$ cat config.mk
export PLATFORM = sky130hd
export DESIGN_NAME = spram_arbiter
export DESIGN_NICKNAME = d
export VERILOG_FILES = /design/src/rtl/spram_arbiter_pkg.sv /design/src/rtl/spram_arbiter_grant.sv /design/src/rtl/spram_arbiter.sv
export SDC_FILE = /design/constraint.sdc
export NUM_CORES = 1
export LEC_CHECK = 0
export ABC_CLOCK_PERIOD_IN_PS = 1070
export CAP_MARGIN = 25
export CORE_AREA = 2 2 39 41
export DETAILED_ROUTE_END_ITERATION = 10
export DIE_AREA = 0 0 41 43
export DONT_BUFFER_PORTS = 1
export HOLD_SLACK_MARGIN = 0.12
export PLACE_DENSITY = 0.43
export SYNTH_ARGS = -nofsm -noshare
export SYNTH_HDL_FRONTEND = slang
export SYNTH_SLANG_ARGS = --single-unit
$ cat constraint.sdc
create_clock -name clock -period 1.07 [get_ports clock]
set_input_delay 0.214 -clock clock [delete_from_list [all_inputs] [get_ports clock]]
set_output_delay 0.214 -clock clock [all_outputs]
set_load 0.03 [all_outputs]
$ cat src/rtl/spram_arbiter_pkg.sv
// rtl/spram_arbiter_pkg.sv - shared port indices and reset constant for spram_arbiter
package spram_arbiter_pkg;

    typedef enum logic {
        PORT_A = 1'b0,
        PORT_B = 1'b1
    } port_e;

    // B as the previous winner lets A take the first contended cycle after reset
    localparam port_e LAST_GRANT_RESET = PORT_B;

endpackage

$ cat src/rtl/spram_arbiter_grant.sv
// rtl/spram_arbiter_grant.sv - one-hot grant select; SPRAM_ARBITER_RR_EN picks round-robin over fixed A priority
module spram_arbiter_grant
    import spram_arbiter_pkg::*;
(
    input  logic  i_a_req,
    input  logic  i_b_req,
    input  port_e i_last_grant,
    output logic  o_grant_a,
    output logic  o_grant_b
);

`ifndef SPRAM_ARBITER_RR_EN
    logic w_unused_last_grant;
    assign w_unused_last_grant = i_last_grant;
`endif

    always_comb begin
        o_grant_a = 1'b0;
        o_grant_b = 1'b0;
        if (i_a_req && i_b_req) begin
`ifdef SPRAM_ARBITER_RR_EN
            if (i_last_grant == PORT_A) begin
                o_grant_b = 1'b1;
            end else begin
                o_grant_a = 1'b1;
            end
`else
            o_grant_a = 1'b1;
`endif
        end else begin
            o_grant_a = i_a_req;
            o_grant_b = i_b_req;
        end
    end

endmodule

$ cat src/rtl/spram_arbiter.sv
// rtl/spram_arbiter.sv - two-requester arbiter sharing one single-port RAM (SPRAM_ARBITER_RR_EN selects round-robin)
module spram_arbiter
    import spram_arbiter_pkg::*;
#(
    parameter int address_width = 8,
    parameter int data_width    = 8
) (
    input  logic                     clock,
    input  logic                     reset,
    input  logic                     a_req,
    input  logic                     a_we,
    input  logic [address_width-1:0] a_addr,
    input  logic [data_width-1:0]    a_wdata,
    output logic                     a_ack,
    output logic                     a_rvalid,
    output logic [data_width-1:0]    a_rdata,
    input  logic                     b_req,
    input  logic                     b_we,
    input  logic [address_width-1:0] b_addr,
    input  logic [data_width-1:0]    b_wdata,
    output logic                     b_ack,
    output logic                     b_rvalid,
    output logic [data_width-1:0]    b_rdata,
    output logic                     ram_enable,
    output logic [address_width-1:0] ram_address,
    output logic [data_width-1:0]    ram_data,
    output logic                     ram_wren,
    input  logic [data_width-1:0]    ram_q
);

    logic  w_grant_a;
    logic  w_grant_b;
    port_e r_last_grant;
    logic  r_a_rvalid;
    logic  r_b_rvalid;

    spram_arbiter_grant u_grant (
        .i_a_req      (a_req),
        .i_b_req      (b_req),
        .i_last_grant (r_last_grant),
        .o_grant_a    (w_grant_a),
        .o_grant_b    (w_grant_b)
    );

    assign a_ack      = w_grant_a;
    assign b_ack      = w_grant_b;
    assign ram_enable = w_grant_a | w_grant_b;

    always_comb begin
        ram_address = '0;
        ram_data    = '0;
        ram_wren    = 1'b0;
        if (w_grant_a) begin
            ram_address = a_addr;
            ram_data    = a_wdata;
            ram_wren    = a_we;
        end else if (w_grant_b) begin
            ram_address = b_addr;
            ram_data    = b_wdata;
            ram_wren    = b_we;
        end
    end

    always_ff @(posedge clock or posedge reset) begin
        if (reset) begin
            r_last_grant <= LAST_GRANT_RESET;
            r_a_rvalid   <= 1'b0;
            r_b_rvalid   <= 1'b0;
        end else begin
            if (ram_enable) begin
                r_last_grant <= w_grant_b ? PORT_B : PORT_A;
            end
            r_a_rvalid <= w_grant_a & ~a_we;
            r_b_rvalid <= w_grant_b & ~b_we;
        end
    end

    // RAM q is only meaningful the cycle after a read, so gate it per port
    assign a_rvalid = r_a_rvalid;
    assign b_rvalid = r_b_rvalid;
    assign a_rdata  = r_a_rvalid ? ram_q : '0;
    assign b_rdata  = r_b_rvalid ? ram_q : '0;

endmodule
==> run_results.csv, run 1 <==
group,metric,value,unit
status,status,"finished with violations",
status,violations,"setup timing",
final_layout,design_area,758,um2
global_route,grt.total_usage,19.5,%
yosys,synth_cells,45,
worst_setup_path,crit_type,"reg -> out",
worst_setup_path,arrival,0.96,ns
worst_setup_path,crit_path_start_kind,"flop",
route,drt_wl_total,1700,um
route,post_drt_via_cell_ratio,5.43,
floorplan,die_y,43,um
clocking,cts_htree_levels,1,
yosys,syn-cell-area,372,um2
yosys,yosysTopAreaCell,"a22o_1",
yosys,synth_fa_ha_area_share,0,%
final_layout,diodes,0,
final_layout,final_cell_mix,"and2_4 (16), buf_4 (11), a22o_1 (9)",
yosys,synth_area_per_cell,8.26,um2
route,antenna_left,0,
sta,worstMarginPinSlew,0.293,ns
power_and_ir_drop,p_clk_share,27.9,%
clocking,clock-root-buffer,"clkbuf_4",
yosys,syn-num-nets,91,
hold_path,hold_path_class,"in -> reg",
worst_setup_path,required,0.86,ns
yosys,synth-simple-area-share,34.0,%
yosys,ys_warn_count,0,
sta,rsz0062_at_grt,"true",
clocking,cts_tree,"done",
power_and_ir_drop,swShare,40.6,%
sta,setup_viol,15,
final_layout,syn2layout_area_growth,104,%
final_layout,fin_nets,115,
power_and_ir_drop,switching_power,0.273,mW
sta,drv_slew,0,
route,wl_per_cell,20.3,um
floorplan,start_util,26.9,%
placement,port_buffers,0,
global_route,first_global_vias,505,
final_layout,drive_above_1_share,76.5,%
power_and_ir_drop,sequentialPowerShare,12.8,%
power_and_ir_drop,total_leakage_power,0.367,nW
worst_setup_path,critical_path.max_fanout,6,
route,drt_first_pass_iters,4,
sta,relSlewSlack,80.5,%
floorplan,row_count,14,
power_and_ir_drop,intPower,0.399,mW
floorplan,die_width,41,um
clocking,cts_sinks,2,
floorplan,dieArea,1760,um2
yosys,seq_area_frac_synth,13.5,%
yosys,synth.top_cell.area_share,40.1,%
clocking,clk_pin_slew_worst_paths,0.04,ns
global_route,antenna_found_initial,0,
placement,place_ws,0.0329,ns
worst_setup_path,endpoint_kind,"output pin",
route,drt_first_iter_violations,1,
yosys,synth_compound_area_share,40.1,%
floorplan,pin_count,84,
sta,finalSetupTns,-1.39,ns
yosys,ys_types,10,
placement,gp_congestion,0.685,
power_and_ir_drop,total_power,0.672,mW
sta,worst_slack,-0.109,ns
sta,hold_viol,0,
run,drv_cap,0,
power_and_ir_drop,power_density,886,nW/um2
yosys,synthTopCellsByArea,"a22o_1 (40%), and2_1 (27%), dfrtp_1 (13%)",
floorplan,core-area,1380,um2
yosys,synth.ff_latch_count,2,
placement,placed_cell_area,638,um2
final_layout,fill_cells,131,
route,via_count,456,
sta,max_freq,849,MHz
hold_path,holdPathStages,1,
yosys,synthXorXnorAreaFrac,0,%
power_and_ir_drop,peakVddDrop,0.470,mV
global_route,grt_first_pass_wirelength,2200,um
route,drc,0,
global_route,overflow,0,
clocking,numCtsBuffers,3,
placement,hpwl,1390,um
yosys,synth_top_family_by_area,"compound AO/OA/AOI/OAI gates",
final_layout,layout_commonest_cell,"and2_4",
clocking,clockBufferDepth,2,
power_and_ir_drop,comb_power_share,59.4,%
sta,period_needed,1.18,ns
sta,min_period_over_period,110,%
yosys,synthMuxAreaShare,0,%
global_route,grt_max_degree,22,
[area by class of cell]
cell class | instances | area (um2) | area share, %
clock buffers | 4 | 26.3 | 3.47
inverters | 1 | 3.75 | 0.495
multi-input cells | 37 | 385 | 50.8
flip-flops and latches | 2 | 52.6 | 6.93
well taps | 16 | 20.0 | 2.64
repair buffers | 24 | 270 | 35.6
[final timing paths]
kind                          start    endpoint
min in group asynchronous     reset    a_rvalid
hold / removal                a_req    a_rvalid
setup / recovery           a_rvalid  a_rdata[7]
max in group asynchronous     reset    b_rvalid
[power groups by stage]
stage / clock network (mW) / logic, mW / registers, mW
6_report: 0.187 / 0.399 / 0.0858
5_1_grt: 0.194 / 0.414 / 0.0866
4_1_cts: 0.198 / 0.398 / 0.0855
3_5_place_dp: 0 / 0.364 / 0.0869
3_3_place_gp: 0 / 0.363 / 0.0852
2_1_floorplan: 0 / 0.286 / 0.0919
[state kept, by name, summed over array words and instances, names as in the netlist]
| name | flops |
|---|---|
| a_rvalid | 1 |
| b_rvalid | 1 |
[layer usage]
metal	up-vias	track usage [%]	share of wire [%]	routed length (um)
li1	208	-	-	-
met1	201	16.4	26	437
met2	47	38.4	64	1090
met3	0	1.05	11	179
met4	0	12.0	0	0
met5	-	0	0	0
[synth_stat cells, drive strengths merged]
master	instances
a22o	17
dfrtp	2
clkbuf	1
inv	1
and2	16
or2	1
buf	4
nor2b	2
and2b	1
[critical path: stages (launching register included)]
cell	delay (ns)
dfrtp_2	0.43
buf_6	0.14
and2_4	0.16
[cells by family after synthesis]
kind of cell           after synthesis
flip-flops                           2
AO/OA/AOI/OAI                       17
AND/OR/NAND/NOR                     20
buffers and inverters                6
[repair_timing]
item | CTS | global route
buffers inserted | 3 | 0
gates resized for setup | 24 | 3
hold buffers | 2 | 0
setup endpoints to repair | 17 | 17
pin swaps | 7 | 4
hold endpoints to repair | 3 | 0
[stage by stage]
stage | hold WS (ns) | utilization [%] | std cells
after global placement | -0.0438 | 46.1 | 75
after detailed placement | -0.0341 | 46.1 | 75
final | 0.130 | 54.8 | 84
after floorplan | -0.0449 | - | 45
after CTS | 0.123 | 54.1 | 84
after global routing | 0.129 | 54.8 | 84
(Power assumes the default switching activity.)
==> run 2, diff against run 1 <==
- ABC_CLOCK_PERIOD_IN_PS: 1070 -> 1200
- CAP_MARGIN: 25 -> not set
- clock period: 1.07 -> 1.2 ns (I/O delays scaled with it)
==> run 2 against run 1 <==
Effect of this change: the flow still finishes with violations (setup timing); core utilization is 2.6 points lower; first-iteration DRC count grew to 6.0 times the previous value; sequential cell count stayed put; combinational power is 19% lower; critical path depth stayed put; via count is 7.0% higher; total power is 19% lower; wire length is 14% lower; critical path type unchanged; critical endpoint is now a_rdata[4].
==> run_results.csv, run 2 (synthesis gave the netlist of run 1 again) <==
group,metric,value,unit
status,status,"finished with violations",
status,violations,"setup timing",
route,drc,0,
worst_setup_path,cp.depth,2,
route,post_drt_via_cell_ratio,5.42,
final_layout,layout_commonest_cell,"buf_6",
floorplan,dieArea,1760,um2
power_and_ir_drop,sequentialPowerShare,14.2,%
global_route,grt_first_pass_wirelength,1790,um
clocking,cts_setup_buffers,0,
worst_setup_path,slowest_stage,"dfrtp_2",
worst_setup_path,crit_path_start_kind,"flop",
final_layout,stdcell_count,90,
run,drv_cap,0,
clocking,numCtsBuffers,3,
placement,place_ws,0.0713,ns
hold_path,hold_path_class,"in -> reg",
floorplan,pin_count,84,
final_layout,fin_util,52.2,%
route,drt_wl_total,1460,um
floorplan,core-area,1380,um2
sta,hold_viol,0,
worst_setup_path,setup.worst_path.start,"a_rvalid",
power_and_ir_drop,power_density,751,nW/um2
placement,port_buffers,0,
route,wl_per_cell,16.2,um
global_route,grt.total_usage,14.9,%
worst_setup_path,arrival,0.97,ns
route,met3_length,265,um
sta,relSlewSlack,80.9,%
placement,place_inst,85,
sta,drv_slew,0,
worst_setup_path,max_stage_delay,0.44,ns
floorplan,die_width,41,um
clocking,clk_pin_slew_worst_paths,0.03,ns
clocking,cts_tree,"done",
route,via_count,488,
power_and_ir_drop,intPower,0.316,mW
power_and_ir_drop,peakVddDrop,0.303,mV
power_and_ir_drop,swShare,41.7,%
final_layout,diodes,0,
worst_setup_path,crit_family,"flip-flops",
clocking,clockBufferDepth,2,
global_route,antenna_found_initial,0,
route,met2_length,744,um
worst_setup_path,path_cells,"and2_1, buf_6",
placement,gp_congestion,0.798,
global_route,first_global_vias,442,
sta,whs,0.163,ns
worst_setup_path,crit_type,"reg -> out",
sta,worst_slack,-0.0119,ns
sta,rsz0062_at_grt,"true",
power_and_ir_drop,p_clk_share,26.1,%
power_and_ir_drop,total_leakage_power,0.352,nW
floorplan,start_util,26.9,%
clocking,clock-root-buffer,"clkbuf_4",
worst_setup_path,critical_path.max_fanout,9,
final_layout,final_cell_mix,"buf_6 (14), and2_1 (13), buf_4 (12)",
sta,period_needed,1.21,ns
power_and_ir_drop,switching_power,0.226,mW
sta,setup_viol,6,
final_layout,fin_nets,122,
route,drt_first_iter_violations,6,
global_route,overflow,0,
floorplan,die_y,43,um
final_layout,drive_above_1_share,62.2,%
route,m1WireLength,450,um
route,drt_first_pass_iters,4,
power_and_ir_drop,comb_power_share,59.7,%
route,highest_layer,"met3",
final_layout,syn2layout_area_growth,94.3,%
worst_setup_path,endpoint_kind,"output pin",
sta,min_period_over_period,101,%
floorplan,row_count,14,
worst_setup_path,worst-path-buf-inv,1,
clocking,cts_sinks,2,
worst_setup_path,crit_end,"a_rdata[4]",
sta,worstMarginPinSlew,0.288,ns
sta,max_freq,825,MHz
worst_setup_path,required,0.96,ns
global_route,grt_max_degree,22,
route,antenna_left,0,
clocking,cts_htree_levels,1,
run 2: cell types whose count changed in the layout (fill, tap and decap cells not counted), moves of 2 or more:
cell,previous run,this run
and2_4,16,3
a22o_4,7,0
buf_12,5,3
a22o_2,1,8
buf_6,6,14
and2_1,0,13
run 2: layout make-up:
class | instances | area (um2)
tap | 16 | 20.0
clock buffer | 3 | 22.5
inverter | 1 | 3.75
timing repair buffer | 31 | 328
multi-input combinational | 37 | 295
sequential | 2 | 52.6
fill | 137 | 662
run 2: stage by stage:
stage                     area (um2)  setup TNS, ns  power (mW)
after floorplan                  382              0       0.311
final                            722        -0.0429       0.542
after global placement           617              0       0.381
after global routing             722         -0.423       0.573
after CTS                        701         -0.388       0.557
after detailed placement         617              0       0.382
run 2: how the worst min path moves through the flow:
stage,from,endpoint,depth (start not counted)
floorplan,reset,a_rvalid,1
global placement,reset,a_rvalid,1
detailed placement,reset,a_rvalid,1
CTS,a_req,a_rvalid,1
global route,a_req,a_rvalid,1
finish,a_req,a_rvalid,1
run 2: layer usage:
layer | global-route usage [%] | up-vias
met3 | 4.71 | 0
met1 | 16.3 | 207
met5 | 0 | -
met4 | 4.00 | 0
li1 | - | 223
met2 | 25.9 | 58
run 2: power by group through the flow:
stage | sequential (mW) | clock, mW | combinational [mW]
after detailed placement | 0.0771 | 0 | 0.305
after global routing | 0.0780 | 0.156 | 0.340
after floorplan | 0.0816 | 0 | 0.230
after CTS | 0.0769 | 0.160 | 0.320
after global placement | 0.0769 | 0 | 0.304
final | 0.0770 | 0.141 | 0.324
run 2: what timing repair did:
| item | CTS | global route |
|---|---|---|
| hold buffers | 2 | 0 |
| resized for setup | 12 | 7 |
| endpoints found under the setup margin | 16 | 16 |
| hold endpoints to repair | 3 | 0 |
==> run 3, diff against run 2 <==
- MAX_ROUTING_LAYER: not set -> met4
==> run 3 against run 2 <==
Effect of this change: the run still ends with setup timing left; wire length unchanged; critical path depth is the same; cell count is the same; critical path type unchanged.
==> run_results.csv, run 3 (synthesis gave the netlist of run 1 again) <==
group,metric,value,unit
status,status,"finished with violations",
status,violations,"setup timing",
sta,max_freq,825,MHz
route,drt_first_pass_iters,4,
power_and_ir_drop,sequentialPowerShare,14.2,%
final_layout,drive_above_1_share,62.2,%
route,antenna_left,0,
clocking,cts_htree_levels,1,
final_layout,layout_commonest_cell,"buf_6",
hold_path,hold_path_class,"in -> reg",
final_layout,syn2layout_area_growth,94.3,%
sta,worstMarginPinSlew,0.288,ns
worst_setup_path,arrival,0.97,ns
hold_path,min_from,"a_req",
global_route,grt.total_usage,15.3,%
route,post_drt_via_cell_ratio,5.42,
placement,gp_congestion,0.809,
power_and_ir_drop,switching_power,0.226,mW
floorplan,start_util,26.9,%
global_route,grt_first_pass_wirelength,1790,um
power_and_ir_drop,swShare,41.7,%
power_and_ir_drop,intPower,0.316,mW
floorplan,core-area,1380,um2
clocking,clock-root-buffer,"clkbuf_4",
power_and_ir_drop,comb_power_share,59.7,%
floorplan,die_y,43,um
worst_setup_path,max_stage_delay,0.44,ns
worst_setup_path,setup.worst_path.start,"a_rvalid",
final_layout,diodes,0,
floorplan,row_count,14,
route,wl_per_cell,16.2,um
floorplan,dieArea,1760,um2
worst_setup_path,crit_path_start_kind,"flop",
worst_setup_path,endpoint_kind,"output pin",
route,via_count,488,
clocking,clockBufferDepth,2,
final_layout,final_cell_mix,"buf_6 (14), and2_1 (13), buf_4 (12)",
sta,period_needed,1.21,ns
worst_setup_path,required,0.96,ns
route,drt_first_iter_violations,6,
placement,port_buffers,0,
sta,worst_slack,-0.0119,ns
power_and_ir_drop,power_density,751,nW/um2
sta,hold_viol,0,
final_layout,fin_nets,122,
worst_setup_path,crit_type,"reg -> out",
clocking,cts_sinks,2,
route,drt_wl_total,1460,um
worst_setup_path,crit_family,"flip-flops",
placement,placed_cell_area,617,um2
floorplan,die_width,41,um
sta,min_period_over_period,101,%
sta,rsz0062_at_grt,"true",
clocking,numCtsBuffers,3,
power_and_ir_drop,peakVddDrop,0.303,mV
final_layout,fin_util,52.2,%
worst_setup_path,slowest_stage,"dfrtp_2",
clocking,clk_pin_slew_worst_paths,0.03,ns
global_route,first_global_vias,442,
floorplan,pin_count,84,
power_and_ir_drop,total_leakage_power,0.352,nW
global_route,overflow,0,
final_layout,design_area,722,um2
worst_setup_path,path_cells,"and2_1, buf_6",
global_route,grt_max_degree,22,
worst_setup_path,critical_path.max_fanout,9,
route,drc,0,
run,drv_cap,0,
sta,setup_viol,6,
sta,drv_slew,0,
global_route,antenna_found_initial,0,
worst_setup_path,worst-path-buf-inv,1,
power_and_ir_drop,p_clk_share,26.1,%
sta,relSlewSlack,80.9,%
clocking,cts_tree,"done",
[run 3: final timing paths]
check | depth (start not counted) | slack, ns | endpoint
min in group asynchronous | 2 | 0.32 | a_rvalid
max in group asynchronous | 2 | 0.75 | b_rvalid
worst min-delay path | 1 | 0.16 | a_rvalid
worst max-delay path | 2 | -0.01 | a_rdata[4]
[run 3: what timing repair did]
item                       in CTS  in global routing
setup endpoints to repair      16                 16
hold endpoints to repair        3                  0
hold buffers                    2                  0
resized for setup              12                  7
pin swaps                       0                  0
buffers inserted                0                  0
cloned                          0                  0
[run 3: layout make-up]
class                      count  area (um2)
tap                           16        20.0
timing repair buffer          31         328
sequential                     2        52.6
clock buffer                   3        22.5
multi-input combinational     37         295
inverter                       1        3.75
fill                         137         662
[run 3: routing by layer]
layer  up-vias  share of wire (%)  track usage (%)
met5         -                  0                -
met4         0                  0             4.00
met3         0                 18             4.19
met2        58                 51             25.9
met1       207                 31             16.6
li1        223                  -                -
[run 3: power by group through the flow]
stage / clock, mW / sequential, mW / combinational, mW
global placement: 0 / 0.0769 / 0.304
CTS: 0.160 / 0.0769 / 0.320
finish: 0.141 / 0.0770 / 0.324
detailed placement: 0 / 0.0771 / 0.305
global route: 0.156 / 0.0780 / 0.340
floorplan: 0 / 0.0816 / 0.230
[run 3: stage by stage]
step                power [mW]  TNS, ns  std cells  hold slack (ns)  setup WS [ns]
floorplan                0.311        0         45          -0.0188         0.0495
global placement         0.381        0         85          -0.0150         0.0744
detailed placement       0.382        0         85          -0.0104         0.0713
CTS                      0.557   -0.388         90            0.149        -0.0370
global route             0.573   -0.423         90            0.154        -0.0523
finish                   0.542  -0.0429         90            0.163        -0.0119
